`src/rtl/muldiv_pkg.sv`:
```
// Shared constants and FSM encoding for the EX-stage M-extension multiply/divide unit.
package muldiv_pkg;

  localparam int XLEN  = 32;
  localparam int ITERS = 32;
  localparam int CNT_W = $clog2(ITERS);

  localparam logic [6:0] FUNCT7_MULDIV = 7'b0000001;

  localparam logic [2:0] F3_MUL    = 3'd0;
  localparam logic [2:0] F3_MULH   = 3'd1;
  localparam logic [2:0] F3_MULHSU = 3'd2;
  localparam logic [2:0] F3_MULHU  = 3'd3;
  localparam logic [2:0] F3_DIV    = 3'd4;
  localparam logic [2:0] F3_DIVU   = 3'd5;
  localparam logic [2:0] F3_REM    = 3'd6;
  localparam logic [2:0] F3_REMU   = 3'd7;

  typedef enum logic [1:0] {
    IDLE = 2'd0,
    CALC = 2'd1,
    DONE = 2'd2
  } state_t;

endpackage

```
`src/rtl/div_iter_core.sv`:
```
// Restoring divider on unsigned magnitudes: one quotient bit per step, driven by the parent FSM.
module div_iter_core
  import muldiv_pkg::*;
(
  input  logic            clk,
  input  logic            reset_n,
  input  logic            init,
  input  logic            step,
  input  logic [XLEN-1:0] dividend,
  input  logic [XLEN-1:0] divisor,
  output logic [XLEN-1:0] quo_nxt,
  output logic [XLEN-1:0] rem_nxt,
  output logic            last
);

  logic [XLEN-1:0]  quo_q;
  logic [XLEN-1:0]  rem_q;
  logic [XLEN-1:0]  dvs_q;
  logic [CNT_W-1:0] count_q;
  logic [XLEN:0]    shifted;
  logic [XLEN:0]    diff;

  always_comb begin
    shifted = {rem_q, quo_q[XLEN-1]};
    diff    = shifted - {1'b0, dvs_q};
    // Non-negative trial difference means this quotient bit is 1; otherwise restore.
    if (!diff[XLEN]) begin
      rem_nxt = diff[XLEN-1:0];
      quo_nxt = {quo_q[XLEN-2:0], 1'b1};
    end else begin
      rem_nxt = shifted[XLEN-1:0];
      quo_nxt = {quo_q[XLEN-2:0], 1'b0};
    end
  end

  assign last = (count_q == CNT_W'(ITERS - 1));

  always_ff @(posedge clk or negedge reset_n) begin
    if (!reset_n) begin
      count_q <= '0;
    end else if (init) begin
      count_q <= '0;
    end else if (step) begin
      count_q <= count_q + 1'b1;
    end
  end

  always_ff @(posedge clk) begin
    if (init) begin
      quo_q <= dividend;
      rem_q <= '0;
      dvs_q <= divisor;
    end else if (step) begin
      quo_q <= quo_nxt;
      rem_q <= rem_nxt;
    end
  end

endmodule

```
`src/rtl/ex_muldiv_unit.sv`:
```
// Multi-cycle RV32M execute unit: 32-step shift-add multiply and restoring divide.
// Define MULDIV_FAST_MUL_EN to resolve all multiplies with a single-cycle 33x33 multiplier.
module ex_muldiv_unit
  import muldiv_pkg::*;
(
  input  logic            clk,
  input  logic            reset_n,
  input  logic            start_i,
  input  logic [2:0]      funct3_i,
  input  logic [XLEN-1:0] op_a_i,
  input  logic [XLEN-1:0] op_b_i,
  input  logic            flush_i,
  output logic            stall_o,
  output logic            busy_o,
  output logic            done_o,
  output logic [XLEN-1:0] result_o
);

  function automatic logic [XLEN-1:0] neg_if32(input logic n, input logic [XLEN-1:0] v);
    return n ? (~v + 1'b1) : v;
  endfunction

  function automatic logic [2*XLEN-1:0] neg_if64(input logic n, input logic [2*XLEN-1:0] v);
    return n ? (~v + 1'b1) : v;
  endfunction

  state_t            state_q, state_d;
  logic [CNT_W-1:0]  count_q;
  logic [XLEN-1:0]   result_q;

  logic [2:0]        f3_q;
  logic [XLEN-1:0]   a_mag_q;
  logic [2*XLEN-1:0] mul_acc_q;
  logic              q_neg_q;
  logic              r_neg_q;

  logic              accept;
  logic              a_signed, b_signed, a_neg, b_neg;
  logic [XLEN-1:0]   a_mag, b_mag;
  logic              div_zero, div_ovf, special;
  logic [XLEN-1:0]   special_res;
  logic              fast_hit;
  logic [XLEN-1:0]   fast_res;
  logic [XLEN:0]     mul_sum;
  logic [2*XLEN-1:0] mul_acc_nxt;
  logic [2*XLEN-1:0] prod;
  logic [XLEN-1:0]   final_res;
  logic [XLEN-1:0]   quo_nxt, rem_nxt;
  logic              div_last;
  logic              calc_last;

  assign accept = (state_q == IDLE) && start_i && !flush_i;

  always_comb begin
    a_signed = (funct3_i == F3_MUL) || (funct3_i == F3_MULH) || (funct3_i == F3_MULHSU) ||
               (funct3_i == F3_DIV) || (funct3_i == F3_REM);
    b_signed = (funct3_i == F3_MUL) || (funct3_i == F3_MULH) ||
               (funct3_i == F3_DIV) || (funct3_i == F3_REM);
    a_neg    = a_signed && op_a_i[XLEN-1];
    b_neg    = b_signed && op_b_i[XLEN-1];
    a_mag    = neg_if32(a_neg, op_a_i);
    b_mag    = neg_if32(b_neg, op_b_i);
    div_zero = funct3_i[2] && (op_b_i == '0);
    div_ovf  = ((funct3_i == F3_DIV) || (funct3_i == F3_REM)) &&
               (op_a_i == {1'b1, {(XLEN-1){1'b0}}}) && (op_b_i == '1);
    special  = div_zero || div_ovf;
    // Divide-by-zero wins over overflow; only the divisor can be zero in that pair anyway.
    if (div_zero) begin
      special_res = funct3_i[1] ? op_a_i : '1;
    end else begin
      special_res = funct3_i[1] ? '0 : {1'b1, {(XLEN-1){1'b0}}};
    end
  end

`ifdef MULDIV_FAST_MUL_EN
  logic signed [XLEN:0]     fast_a, fast_b;
  logic signed [2*XLEN+1:0] fast_prod;

  always_comb begin
    fast_a    = {a_signed && op_a_i[XLEN-1], op_a_i};
    fast_b    = {b_signed && op_b_i[XLEN-1], op_b_i};
    fast_prod = fast_a * fast_b;
    fast_hit  = !funct3_i[2];
    fast_res  = (funct3_i == F3_MUL) ? fast_prod[XLEN-1:0] : fast_prod[2*XLEN-1:XLEN];
  end
`else
  assign fast_hit = 1'b0;
  assign fast_res = '0;
`endif

  always_comb begin
    mul_sum     = {1'b0, mul_acc_q[2*XLEN-1:XLEN]} + (mul_acc_q[0] ? {1'b0, a_mag_q} : '0);
    mul_acc_nxt = {mul_sum, mul_acc_q[XLEN-1:1]};
    prod        = neg_if64(q_neg_q, mul_acc_nxt);
    if (f3_q[2]) begin
      final_res = f3_q[1] ? neg_if32(r_neg_q, rem_nxt) : neg_if32(q_neg_q, quo_nxt);
    end else begin
      final_res = (f3_q == F3_MUL) ? prod[XLEN-1:0] : prod[2*XLEN-1:XLEN];
    end
  end

  div_iter_core u_div (
    .clk      (clk),
    .reset_n  (reset_n),
    .init     (accept),
    .step     ((state_q == CALC) && f3_q[2]),
    .dividend (a_mag),
    .divisor  (b_mag),
    .quo_nxt  (quo_nxt),
    .rem_nxt  (rem_nxt),
    .last     (div_last)
  );

  assign calc_last = f3_q[2] ? div_last : (count_q == CNT_W'(ITERS - 1));

  always_comb begin
    state_d = state_q;
    case (state_q)
      IDLE:    if (accept) state_d = (special || fast_hit) ? DONE : CALC;
      CALC:    if (calc_last) state_d = DONE;
      DONE:    state_d = IDLE;
      default: state_d = IDLE;
    endcase
    if (flush_i) state_d = IDLE;
  end

  always_ff @(posedge clk or negedge reset_n) begin
    if (!reset_n) begin
      state_q  <= IDLE;
      count_q  <= '0;
      result_q <= '0;
    end else begin
      state_q <= state_d;
      if (accept) begin
        count_q <= '0;
      end else if (state_q == CALC) begin
        count_q <= count_q + 1'b1;
      end
      if (accept && special) begin
        result_q <= special_res;
      end else if (accept && fast_hit) begin
        result_q <= fast_res;
      end else if ((state_q == CALC) && calc_last && !flush_i) begin
        result_q <= final_res;
      end
    end
  end

  // Accept stage: operand magnitudes and sign flags captured once
  always_ff @(posedge clk) begin
    if (accept) begin
      f3_q      <= funct3_i;
      a_mag_q   <= a_mag;
      mul_acc_q <= {{XLEN{1'b0}}, b_mag};
      q_neg_q   <= a_neg ^ b_neg;
      r_neg_q   <= a_neg;
    end else if ((state_q == CALC) && !f3_q[2]) begin
      mul_acc_q <= mul_acc_nxt;
    end
  end

  assign stall_o  = accept || (state_q == CALC);
  assign busy_o   = (state_q == CALC);
  assign done_o   = (state_q == DONE);
  assign result_o = result_q;

endmodule

```
`config.mk`:
```
export PLATFORM = sky130hd
export DESIGN_NAME = ex_muldiv_unit
export DESIGN_NICKNAME = d
export VERILOG_FILES = /design/src/rtl/muldiv_pkg.sv /design/src/rtl/div_iter_core.sv /design/src/rtl/ex_muldiv_unit.sv
export SDC_FILE = /design/constraint.sdc
export NUM_CORES = 1
export LEC_CHECK = 0
export BUFFER_PORTS_ARGS = -buffer_cell sky130_fd_sc_hd__buf_4
export CAP_MARGIN = 30
export CORE_ASPECT_RATIO = 0.7
export CORE_MARGIN = 4
export CORE_UTILIZATION = 25
export DETAILED_ROUTE_END_ITERATION = 8
export PLACE_DENSITY = 0.39
export SLEW_MARGIN = 20
export SYNTH_ARGS = -nofsm -noshare
export SYNTH_HDL_FRONTEND = slang
export SYNTH_SLANG_ARGS = --single-unit
```
`constraint.sdc`:
```
create_clock -name clk -period 5.7 [get_ports clk]
set_clock_uncertainty 0.05 [all_clocks]
set_input_delay 0.57 -clock clk [delete_from_list [all_inputs] [get_ports clk]]
set_output_delay 0.57 -clock clk [all_outputs]
set_load 0.1 [all_outputs]
```
Word level (Yosys, flattened, before mapping)
Cells that the tools add are included.
- bitwise logic cells: 6
- mux-type cells: 30
- reduce and logical (&&, ||, !) cells: 32
- add/subtract/negate cells: 9
- eq/ne operators: 12
- operators by type and width (kind ; number):
    2-to-1 mux 32 bit ; 18
    adder 32 x 1 -> 32 bit (second input constant) ; 4
    inverter 32 bit ; 4
    adder 64 x 1 -> 64 bit (second input constant) ; 1
    equality test 32 bit (second input constant) ; 2
    2-to-1 mux 64 bit ; 1
    inverter 64 bit ; 1
    adder 32 x 32 -> 33 bit ; 1
    subtractor 33 x 32 -> 33 bit ; 1
    logical NOT 32 bit ; 1
    2-to-1 mux 5 bit ; 4
    logical AND 1 bit ; 12
    adder 5 x 1 -> 5 bit (second input constant) ; 2
    equality test 5 bit (second input constant) ; 2
    logical OR 1 bit ; 9
    2-to-1 mux 2 bit ; 4
    nonzero test 2 bit ; 4
    equality test 3 bit (second input constant) ; 2
    logical NOT 3 bit ; 2
    case mux 2 bit (2 select lines) ; 1
    equality test 3 x 1 -> 1 bit (second input constant) ; 1
    equality test 3 x 2 -> 1 bit (second input constant) ; 1
    inequality test 3 x 2 -> 1 bit (second input constant) ; 1
    inequality test 3 bit (second input constant) ; 1
    7 further kinds ; 9
- output and inout bits: 35
- input port bits: 71
- flip-flop bits (word level): 241

Logic depth before layout (Yosys ltp)
Gate-level depths: netlist of the first run.
- depth after elaboration: 9
- depth in mapped cells: 26
- depth with buffers taken out: 23

Cells and area by module
A second synthesis of the first run with hierarchy kept.
- cells, all modules: 2302
- area, all modules: 19606.3 µm²
- by module, submodules not included (module ; area each (µm²) ; sequential area each (µm²) ; cells an instance ; instances):
    ex_muldiv_unit ; 13274.0 ; 3688.5 ; 1676 ; 1
    div_iter_core ; 6332.3 ; 2687.6 ; 626 ; 1

Worst setup path before layout of the first run
Ideal clock, no wire load.
- kind: register to register
- from: register u_div.quo_q[31]
- to: register result_q[28], in the netlist result_o[28]
- setup time: 0.123 ns
- cell stages (with the launch flop): 27
- arrival: 4.902 ns
- clock period less this slack: 5.075 ns
- slack: 0.625 ns
- cell sequence: edfxtp_1 inv_1 ha_1 inv_1 fa_1 a211oi_1 o211ai_1 o2111ai_2 a2111o_1 a21oi_2 buf_6 nor2_8 inv_4 buf_4 buf_2 buf_2 ha_1 nand2b_1 nand2b_1 or2_2 or3_1 o41ai_1 xor2_1 nor3_1 nor3_1 a21boi_1 a21oi_1
- cells in the longest elaborated chain, start to end: 9
- RTL lines (what ; line ; text):
    start, declared ; div_iter_core.sv:16 ; logic [XLEN-1:0] quo_q;
    start signal, assigned ; div_iter_core.sv:50 ; quo_q <= dividend;
    start signal, assigned ; div_iter_core.sv:54 ; quo_q <= quo_nxt;
    subtractor 33 x 32 -> 33 bit ; div_iter_core.sv:25 ; diff = shifted - {1'b0, dvs_q};
    2-to-1 mux 1 bit / 2-to-1 mux 32 bit (equally long branches) ; div_iter_core.sv:27 ; if (!diff[XLEN]) begin
    inverter 32 bit ; ex_muldiv_unit.sv:20 ; return n ? (~v + 1'b1) : v;
    adder 32 x 1 -> 32 bit ; ex_muldiv_unit.sv:20 ;
    2-to-1 mux 32 bit ; ex_muldiv_unit.sv:20 ;
    2-to-1 mux 32 bit (*) ; ex_muldiv_unit.sv:96 ; final_res = f3_q[1] ? neg_if32(r_neg_q, rem_nxt) : neg_if32(q_neg_q, quo_nxt);
    2-to-1 mux 32 bit (*) ; ex_muldiv_unit.sv:95 ; if (f3_q[2]) begin
    2-to-1 mux 32 bit (*) ; ex_muldiv_unit.sv:143 ; end else if ((state_q == CALC) && calc_last && !flush_i) begin
    2-to-1 mux 32 bit (*) ; ex_muldiv_unit.sv:139 ; if (accept && special) begin
    end signal, assigned ; ex_muldiv_unit.sv:140 ; result_q <= special_res;
    end signal, assigned ; ex_muldiv_unit.sv:142 ; result_q <= fast_res;
    end signal, assigned ; ex_muldiv_unit.sv:144 ; result_q <= final_res;
    end, declared ; ex_muldiv_unit.sv:29 ; logic [XLEN-1:0] result_q;
Mark *: on every way between the ends. The rest lies on a longest branch, timed or not. The select of a mux whose other input is x is not followed.
A chain may end at the register's enable or synchronous reset.

Final worst setup path of the first run
Ends and elaborated chain as after synthesis.

==> results of run 1 <==
-- how the worst max path moves through the flow --
| stage | from | endpoint | slack, ns |
|---|---|---|---|
| 2_1_floorplan | u_div.quo_q[31] | result_o[28] | 0.62 |
| 3_3_place_gp | u_div.quo_q[31] | result_o[28] | 0.37 |
| 3_5_place_dp | u_div.quo_q[31] | result_o[28] | 0.33 |
| 4_1_cts | u_div.quo_q[31] | result_o[28] | 0.28 |
| 5_1_grt | u_div.quo_q[31] | result_o[20] | 0.008 |
| 6_report | u_div.quo_q[31] | result_o[28] | 0.23 |
-- what timing repair did --
| action | in CTS | in global routing |
|---|---|---|
| hold endpoints to repair | 24 | 0 |
| gates resized for setup | 0 | 10 |
| hold buffers | 1 | 0 |
| setup endpoints to repair | 0 | 6 |
| buffers inserted | 0 | 0 |
-- cell usage after synthesis (31+ instances only) --
cell type    n
a211oi_1    34
a21oi_1    146
a22o_1      31
a31oi_1     32
and2_1      50
clkbuf_1    94
dfrtp_1     44
dfxtp_1     64
edfxtp_1   133
ha_1        72
inv_1       72
nand2_1    390
nand3_1     38
nand4_1     35
nor2_1     164
nor3_1      66
nor4_1      35
o21ai_0    187
o31ai_1     34
or3_1       37
xnor2_1    105
xor2_1      80
-- flip-flops by register name, indices dropped and copies added (netlist names), 2 cells and up --
| register | flops |
|---|---|
| a_mag_q | 32 |
| count_q | 5 |
| f3_q | 3 |
| mul_acc_q | 64 |
| result_o | 32 |
| state_q | 2 |
| u_div.count_q | 5 |
| u_div.dvs_q | 32 |
| u_div.quo_q | 32 |
| u_div.rem_q | 32 |
-- worst register-to-register path, cell delays in order, from the launching register on --
cell,delay (ns)
edfxtp_1,0.38
inv_1,0.06
ha_1,0.19
inv_1,0.07
fa_1,0.25
a211oi_1,0.13
o211ai_1,0.43
o2111ai_4,0.27
a2111o_1,0.55
a21oi_4,0.25
nor2_8,0.10
inv_4,0.11
ha_1,0.18
nand2b_1,0.09
nand2b_1,0.25
or2_2,0.42
or3_1,0.48
o41ai_2,0.34
xor2_1,0.19
nor3_1,0.06
nor3_1,0.21
a21boi_1,0.18
a21oi_1,0.08
-- kinds of logic after synthesis --
kind of cell / synth area share [%]
compound gates: 24.4
simple gates: 22.7
flops: 33.4
xor+xnor: 8.50
buf+inv: 4.04
mux: 1.96
fa+ha+maj: 4.93
-- final cells by class --
cell class / instances / area, um^2 / area share (%)
Multi-Input combinational cell: 1913 / 12000 / 54.0
Clock inverter: 14 / 129 / 0.579
Antenna cell: 2 / 5.00 / 0.0225
Timing Repair Buffer: 178 / 1370 / 6.15
Inverter: 74 / 285 / 1.28
Clock buffer: 44 / 835 / 3.75
Sequential cell: 241 / 6380 / 28.7
Tap cell: 989 / 1240 / 5.56
-- report_power, final --
group	switching (mW)	internal [mW]	leakage, nW	total, mW
clock	0.899	1.11	0.465	2.01
combinational	3.52	1.84	5.77	5.36
sequential	0.333	2.16	2.38	2.50
-- stage by stage --
| stage | cell area, um^2 | cells |
|---|---|---|
| 6_report | 22300 | 3455 |
| 5_1_grt | 22200 | 3453 |
| 4_1_cts | 22200 | 3449 |
| 3_5_place_dp | 21200 | 3390 |
| 3_3_place_gp | 21100 | 3385 |
| 2_1_floorplan | 19100 | 2348 |
-- layer usage --
metal	routed length [um]	vias to the layer above	part of all wire, %
li1	-	8864	-
met1	46900	9650	51
met2	36200	737	40
met3	6910	86	7.6
met4	1230	2	1.3
met5	13	-	0.014
==> results.sh, run 1 <==
export IMPL_total_power_mw=9.87
export IMPL_place_hpwl_mm=71.6
export IMPL_start_util_pct=25.3
export IMPL_vdd_drop_max_uv=228
export IMPL_fmax_mhz=183
export IMPL_num_rows=84
export IMPL_ios=106
export IMPL_viasPerCell=5.60
export IMPL_synth_area_um2=19100
export IMPL_whs_ns=0.138
export IMPL_crit_family="compound AO/OA/AOI/OAI gates"
export IMPL_drv_slew=0
export IMPL_synth_top_cell_by_area="edfxtp_1"
export IMPL_arrival_ns=5.89
export IMPL_antenna_found_initial=6
export IMPL_crit_path_max_incr_delay_ns=0.55
export IMPL_final_antenna_net_count=0
export IMPL_cts_buffers_inserted=31
export IMPL_dp_slack_ns=0.330
export IMPL_layout_min_cycle_time_ns=5.47
export IMPL_yosysUniqueCellTypes=94
export IMPL_grt_pass1_wl_mm=132
export IMPL_r2r_slack_ns=0.23
export IMPL_timing_worst_setup_path_type="reg2reg"
export IMPL_die_h_um=239
export IMPL_drt_wirelength_per_cell_um=26.4
export IMPL_grt_pass1_vias=18121
export IMPL_timing_rr_end="result_o[28]"
export IMPL_critPathMaxFanout=7
export IMPL_gp_congestion=0.932
export IMPL_synth_edf_count=133
export IMPL_clock_latency_ns=0.62
export IMPL_p_per_area_nw_per_um2=443
export IMPL_fin_util_pct=29.5
export IMPL_worstHoldEndpoint="f3_q[0]"
export IMPL_rsz0062_at_grt="false"
export IMPL_setup_tns_ns=0
export IMPL_max_slew_margin_pct=23.7
export IMPL_use_met3_pct=4.23
export IMPL_nFillCells=8066
export IMPL_grt_max_degree=85
export IMPL_cp_cell_sequence="inv_1 -> ha_1 -> inv_1 -> fa_1 -> a211oi_1 -> o211ai_1 -> o2111ai_4 -> a2111o_1 -> a21oi_4 -> nor2_8 -> inv_4 -> ha_1 -> nand2b_1 -> nand2b_1 -> or2_2 -> or3_1 -> o41ai_2 -> xor2_1 -> nor3_1 -> nor3_1 -> a21boi_1 -> a21oi_1"
export IMPL_finalNetCount=2584
export IMPL_die_w_um=338
export IMPL_worstMarginPinSlew_ns=1.14
export IMPL_synthFlopType="edfxtp_1"
export IMPL_ctsRootBufferMaster="clkbuf_16"
export IMPL_tritoncts="yes"
export IMPL_setup_violations=0
export IMPL_wirelength_mm=91.2
export IMPL_final_cell_mix="nand2_1 (390), o21ai_0 (186), buf_4 (172)"
export IMPL_drtPass1Iterations=6
export IMPL_vias=19339
export IMPL_setup_slack_ns=0.235
export IMPL_drive_gt1_share_pct=11.2
export IMPL_yosysWarnings=0
export IMPL_cp_data_required_time_ns=6.12
export IMPL_r2r_start="u_div.quo_q[31]"
export IMPL_crit_slowest_cell="a2111o_1"
export IMPL_cts_num_sinks=241
export IMPL_track_usage_pct=21.8
export IMPL_htreeDepth=1
export IMPL_hp_start="funct3_i[0]"
export IMPL_start_kind="flip-flop"
export IMPL_end_kind="flip-flop"
export IMPL_drt_iter0_drc=2054
export IMPL_hp_class="in2reg"
export IMPL_postSynthCellCount=2348
export IMPL_r2r_cells=22
export IMPL_max_cap_violations=0
export IMPL_path_depth=22
export IMPL_port_buffers=105
export IMPL_overflow=0
export IMPL_outcome="finished, final reports clean"
export IMPL_period_share_pct=95.9
export IMPL_mostFrequentLayoutCell="nand2_1"
export IMPL_drc=0
export IMPL_crit_buf_inv=3
export IMPL_area_growth_pct=16.7
export IMPL_busiest_layer="met1"
export IMPL_netlist_area_leader_share_pct=20.9
export IMPL_path_clk_slew_ns=0.06
export IMPL_finalHoldViolations=0
export IMPL_synth_seq_area_share_pct=33.4
export IMPL_min_path_cells=1
export IMPL_syn_num_nets=2493
export IMPL_synth_seq_cells=241
export IMPL_leakage_nw=8.61
export IMPL_synth_avg_cell_area_um2=8.12
export IMPL_die_area_um2=80800
export IMPL_yosys_top_cells_area="edfxtp_1 (21%), nand2_1 (7.7%), dfxtp_1 (6.7%)"
export IMPL_coreArea_um2=75400
export IMPL_clk_path_buf_depth=3
export IMPL_met2_usage_pct=30.8
export IMPL_met1_usage_pct=34.3
export IMPL_synthArstFlopShare_pct=18.3
Power figures use the tool's default switching activity.
==> run 2, diff against run 1 <==
--- a/config.mk
+++ b/config.mk
@@ -5,13 +5,13 @@
 export SDC_FILE = /design/constraint.sdc
 export NUM_CORES = 1
 export LEC_CHECK = 0
-export BUFFER_PORTS_ARGS = -buffer_cell sky130_fd_sc_hd__buf_4
 export CAP_MARGIN = 30
 export CORE_ASPECT_RATIO = 0.7
 export CORE_MARGIN = 4
 export CORE_UTILIZATION = 25
 export DETAILED_ROUTE_END_ITERATION = 8
-export PLACE_DENSITY = 0.39
+export DONT_BUFFER_PORTS = 1
+export PLACE_DENSITY = 0.38
 export SLEW_MARGIN = 20
 export SYNTH_ARGS = -nofsm -noshare
 export SYNTH_HDL_FRONTEND = slang
==> run 2 against run 1 <==
Against the previous run: fmax is 2.2% higher; wire length is 3.7% lower; count of clock-buffer cells in the layout is 1 lower; final cell count is 2.2% lower; first-iteration DRC count is 18% lower; critical path depth stayed put; combinational power is 2% lower; cell area is 0.87% lower; via count is 2.9% lower; register-to-register slack better by 0.12 ns; die area stayed put; total power is 1.0% lower; largest cell class unchanged; largest power group unchanged.
==> results.sh, run 2 (same netlist as run 1, synthesis figures left out) <==
export IMPL_wirelength_mm=87.9
export IMPL_num_rows=84
export IMPL_track_usage_pct=21.0
export IMPL_setup_violations=0
export IMPL_critPathMaxFanout=11
export IMPL_drc=0
export IMPL_clkPwrFrac_pct=20.8
export IMPL_p_per_area_nw_per_um2=443
export IMPL_clock_latency_ns=0.61
export IMPL_area_growth_pct=15.7
export IMPL_drive_gt1_share_pct=8.38
export IMPL_drv_slew=0
export IMPL_path_clk_slew_ns=0.06
export IMPL_drt_iter0_drc=1681
export IMPL_port_buffers=0
export IMPL_rsz0062_at_grt="false"
export IMPL_finalHoldViolations=0
export IMPL_final_antenna_net_count=0
export IMPL_cp_cell_sequence="inv_1 -> ha_1 -> inv_1 -> fa_1 -> a211oi_1 -> o211ai_1 -> o2111ai_2 -> a2111o_1 -> a21oi_4 -> nor2_8 -> inv_4 -> ha_1 -> nand2b_1 -> nand2b_1 -> or2_2 -> or3_1 -> o41ai_2 -> xor2_1 -> nor3_1 -> nor3_1 -> a21boi_1 -> a21oi_1"
export IMPL_gp_congestion=0.902
export IMPL_drt_wirelength_per_cell_um=26.0
export IMPL_grt_pass1_wl_mm=126
export IMPL_drtPass1Iterations=5
export IMPL_cts_buffers_inserted=31
export IMPL_grt_pass1_vias=17362
export IMPL_die_w_um=338
export IMPL_timing_rr_end="result_o[28]"
export IMPL_worstMarginPinSlew_ns=1.08
export IMPL_busiest_layer="met1"
export IMPL_leakage_nw=8.35
export IMPL_clk_path_buf_depth=3
export IMPL_tritoncts="yes"
export IMPL_largest_reg_flops=64
export IMPL_final_cell_mix="nand2_1 (390), o21ai_0 (186), nor2_1 (160)"
export IMPL_die_h_um=239
export IMPL_start_util_pct=25.3
export IMPL_seq_power_share_pct=25.7
export IMPL_htreeDepth=1
export IMPL_multi_input_area_um2=12000
export IMPL_mostFrequentLayoutCell="nand2_1"
export IMPL_final_cells=3378
export IMPL_arrival_ns=5.79
export IMPL_fin_util_pct=29.3
export IMPL_period_share_pct=93.9
export IMPL_antenna_found_initial=2
export IMPL_cp_data_required_time_ns=6.14
export IMPL_power_switching_share_pct=47.2
export IMPL_use_met3_pct=6.77
export IMPL_vdd_drop_max_uv=247
export IMPL_met2_usage_pct=28.6
export IMPL_combPwrFrac_pct=53.5
export IMPL_layout_min_cycle_time_ns=5.35
export IMPL_viasPerCell=5.56
export IMPL_timing_worst_setup_path_type="reg2reg"
export IMPL_outcome="finished, final reports clean"
export IMPL_fmax_mhz=187
export IMPL_hp_class="in2reg"
export IMPL_regMostFlops="mul_acc_q"
export IMPL_cts_num_sinks=241
export IMPL_coreArea_um2=75400
export IMPL_end_kind="flip-flop"
export IMPL_ios=106
export IMPL_ctsRootBufferMaster="clkbuf_16"
export IMPL_seqCellArea_um2=6380
export IMPL_worstHoldEndpoint="state_q[0]"
export IMPL_hp_start="flush_i"
export IMPL_start_kind="flip-flop"
export IMPL_power_net_switching_mw=4.61
export IMPL_place_hpwl_mm=69.5
export IMPL_die_area_um2=80800
export IMPL_met1_usage_pct=31.7
export IMPL_vias=18769
export IMPL_r2r_cells=22
export IMPL_max_cap_violations=0
export IMPL_overflow=0
export IMPL_r2r_start="u_div.quo_q[31]"
export IMPL_crit_slowest_cell="a2111o_1"
export IMPL_min_path_cells=1
export IMPL_max_slew_margin_pct=27.6
export IMPL_setup_tns_ns=0
export IMPL_r2r_slack_ns=0.35
export IMPL_finalNetCount=2509
export IMPL_place_inst=3301
export IMPL_grt_max_degree=83
export IMPL_internal_power_mw=5.16
export IMPL_nFillCells=8077
export IMPL_crit_path_max_incr_delay_ns=0.52
export IMPL_whs_ns=0.0210
run 2: cell types whose count changed in the layout (fill, tap and decap cells not counted), sizes merged:
cell,change
buf,-82
diode,-1
dlygate4sd3,+5
dlymetal6s2s,-1
clkbuf,+2
run 2: worst max path at each step:
stage                     depth (start not counted)  slack (ns)       startpoint           end
final                                            22        0.35  u_div.quo_q[31]  result_o[28]
after global routing                             22        0.03  u_div.quo_q[31]  result_o[28]
after CTS                                        16        0.25     mul_acc_q[0]  result_o[28]
after detailed placement                         16        0.28     mul_acc_q[0]  result_o[28]
after global placement                           16        0.27     mul_acc_q[0]  result_o[26]
after floorplan                                  26        0.62  u_div.quo_q[31]  result_o[28]
run 2: power groups by stage:
stage          clock network [mW]  logic [mW]  registers, mW
3_5_place_dp                    0        5.09           2.55
2_1_floorplan                   0        3.51           2.45
6_report                     2.03        5.23           2.51
4_1_cts                      2.08        5.13           2.51
5_1_grt                      2.15        5.68           2.54
3_3_place_gp                    0        5.03           2.58
run 2: area by class of cell:
cell class                      count  share of cell area [%]
Clock inverter                     14                   0.579
Inverter                           74                    1.29
Sequential cell                   241                    28.9
Clock buffer                       43                    3.95
Multi-Input combinational cell   1913                    54.4
Tap cell                          989                    5.61
Timing Repair Buffer              103                    5.26
Antenna cell                        1                  0.0113
run 2: critical path, delay by kind of cell, from the launching register on:
kind                       cells  cell delay [ns]
and+or+nand+nor                7             1.58
xor gates and xnor gates       1             0.19
buffers and inverters          3             0.26
adders and majority gates      3             0.63
DFF                            1             0.39
AOI/OAI and AO/OA              8             2.12
run 2: layer usage:
metal | vias up | routed length [um]
met3 | 88 | 8550
met1 | 9243 | 43400
li1 | 8715 | -
met5 | - | 205
met2 | 719 | 34000
met4 | 4 | 1720
run 2: stage by stage:
step	cell area [um^2]	total power, mW	setup slack (ns)
4_1_cts	21900	9.72	0.246
5_1_grt	22100	10.4	0.0283
3_5_place_dp	20800	7.64	0.283
6_report	22100	9.77	0.350
3_3_place_gp	20400	7.61	0.271
2_1_floorplan	19100	5.96	0.625
run 2: what timing repair did:
item / CTS / global route
hold endpoints to repair: 49 / 0
gates resized for setup: 0 / 6
buffers inserted: 0 / 3
setup endpoints to repair: 0 / 9
hold buffers: 7 / 0
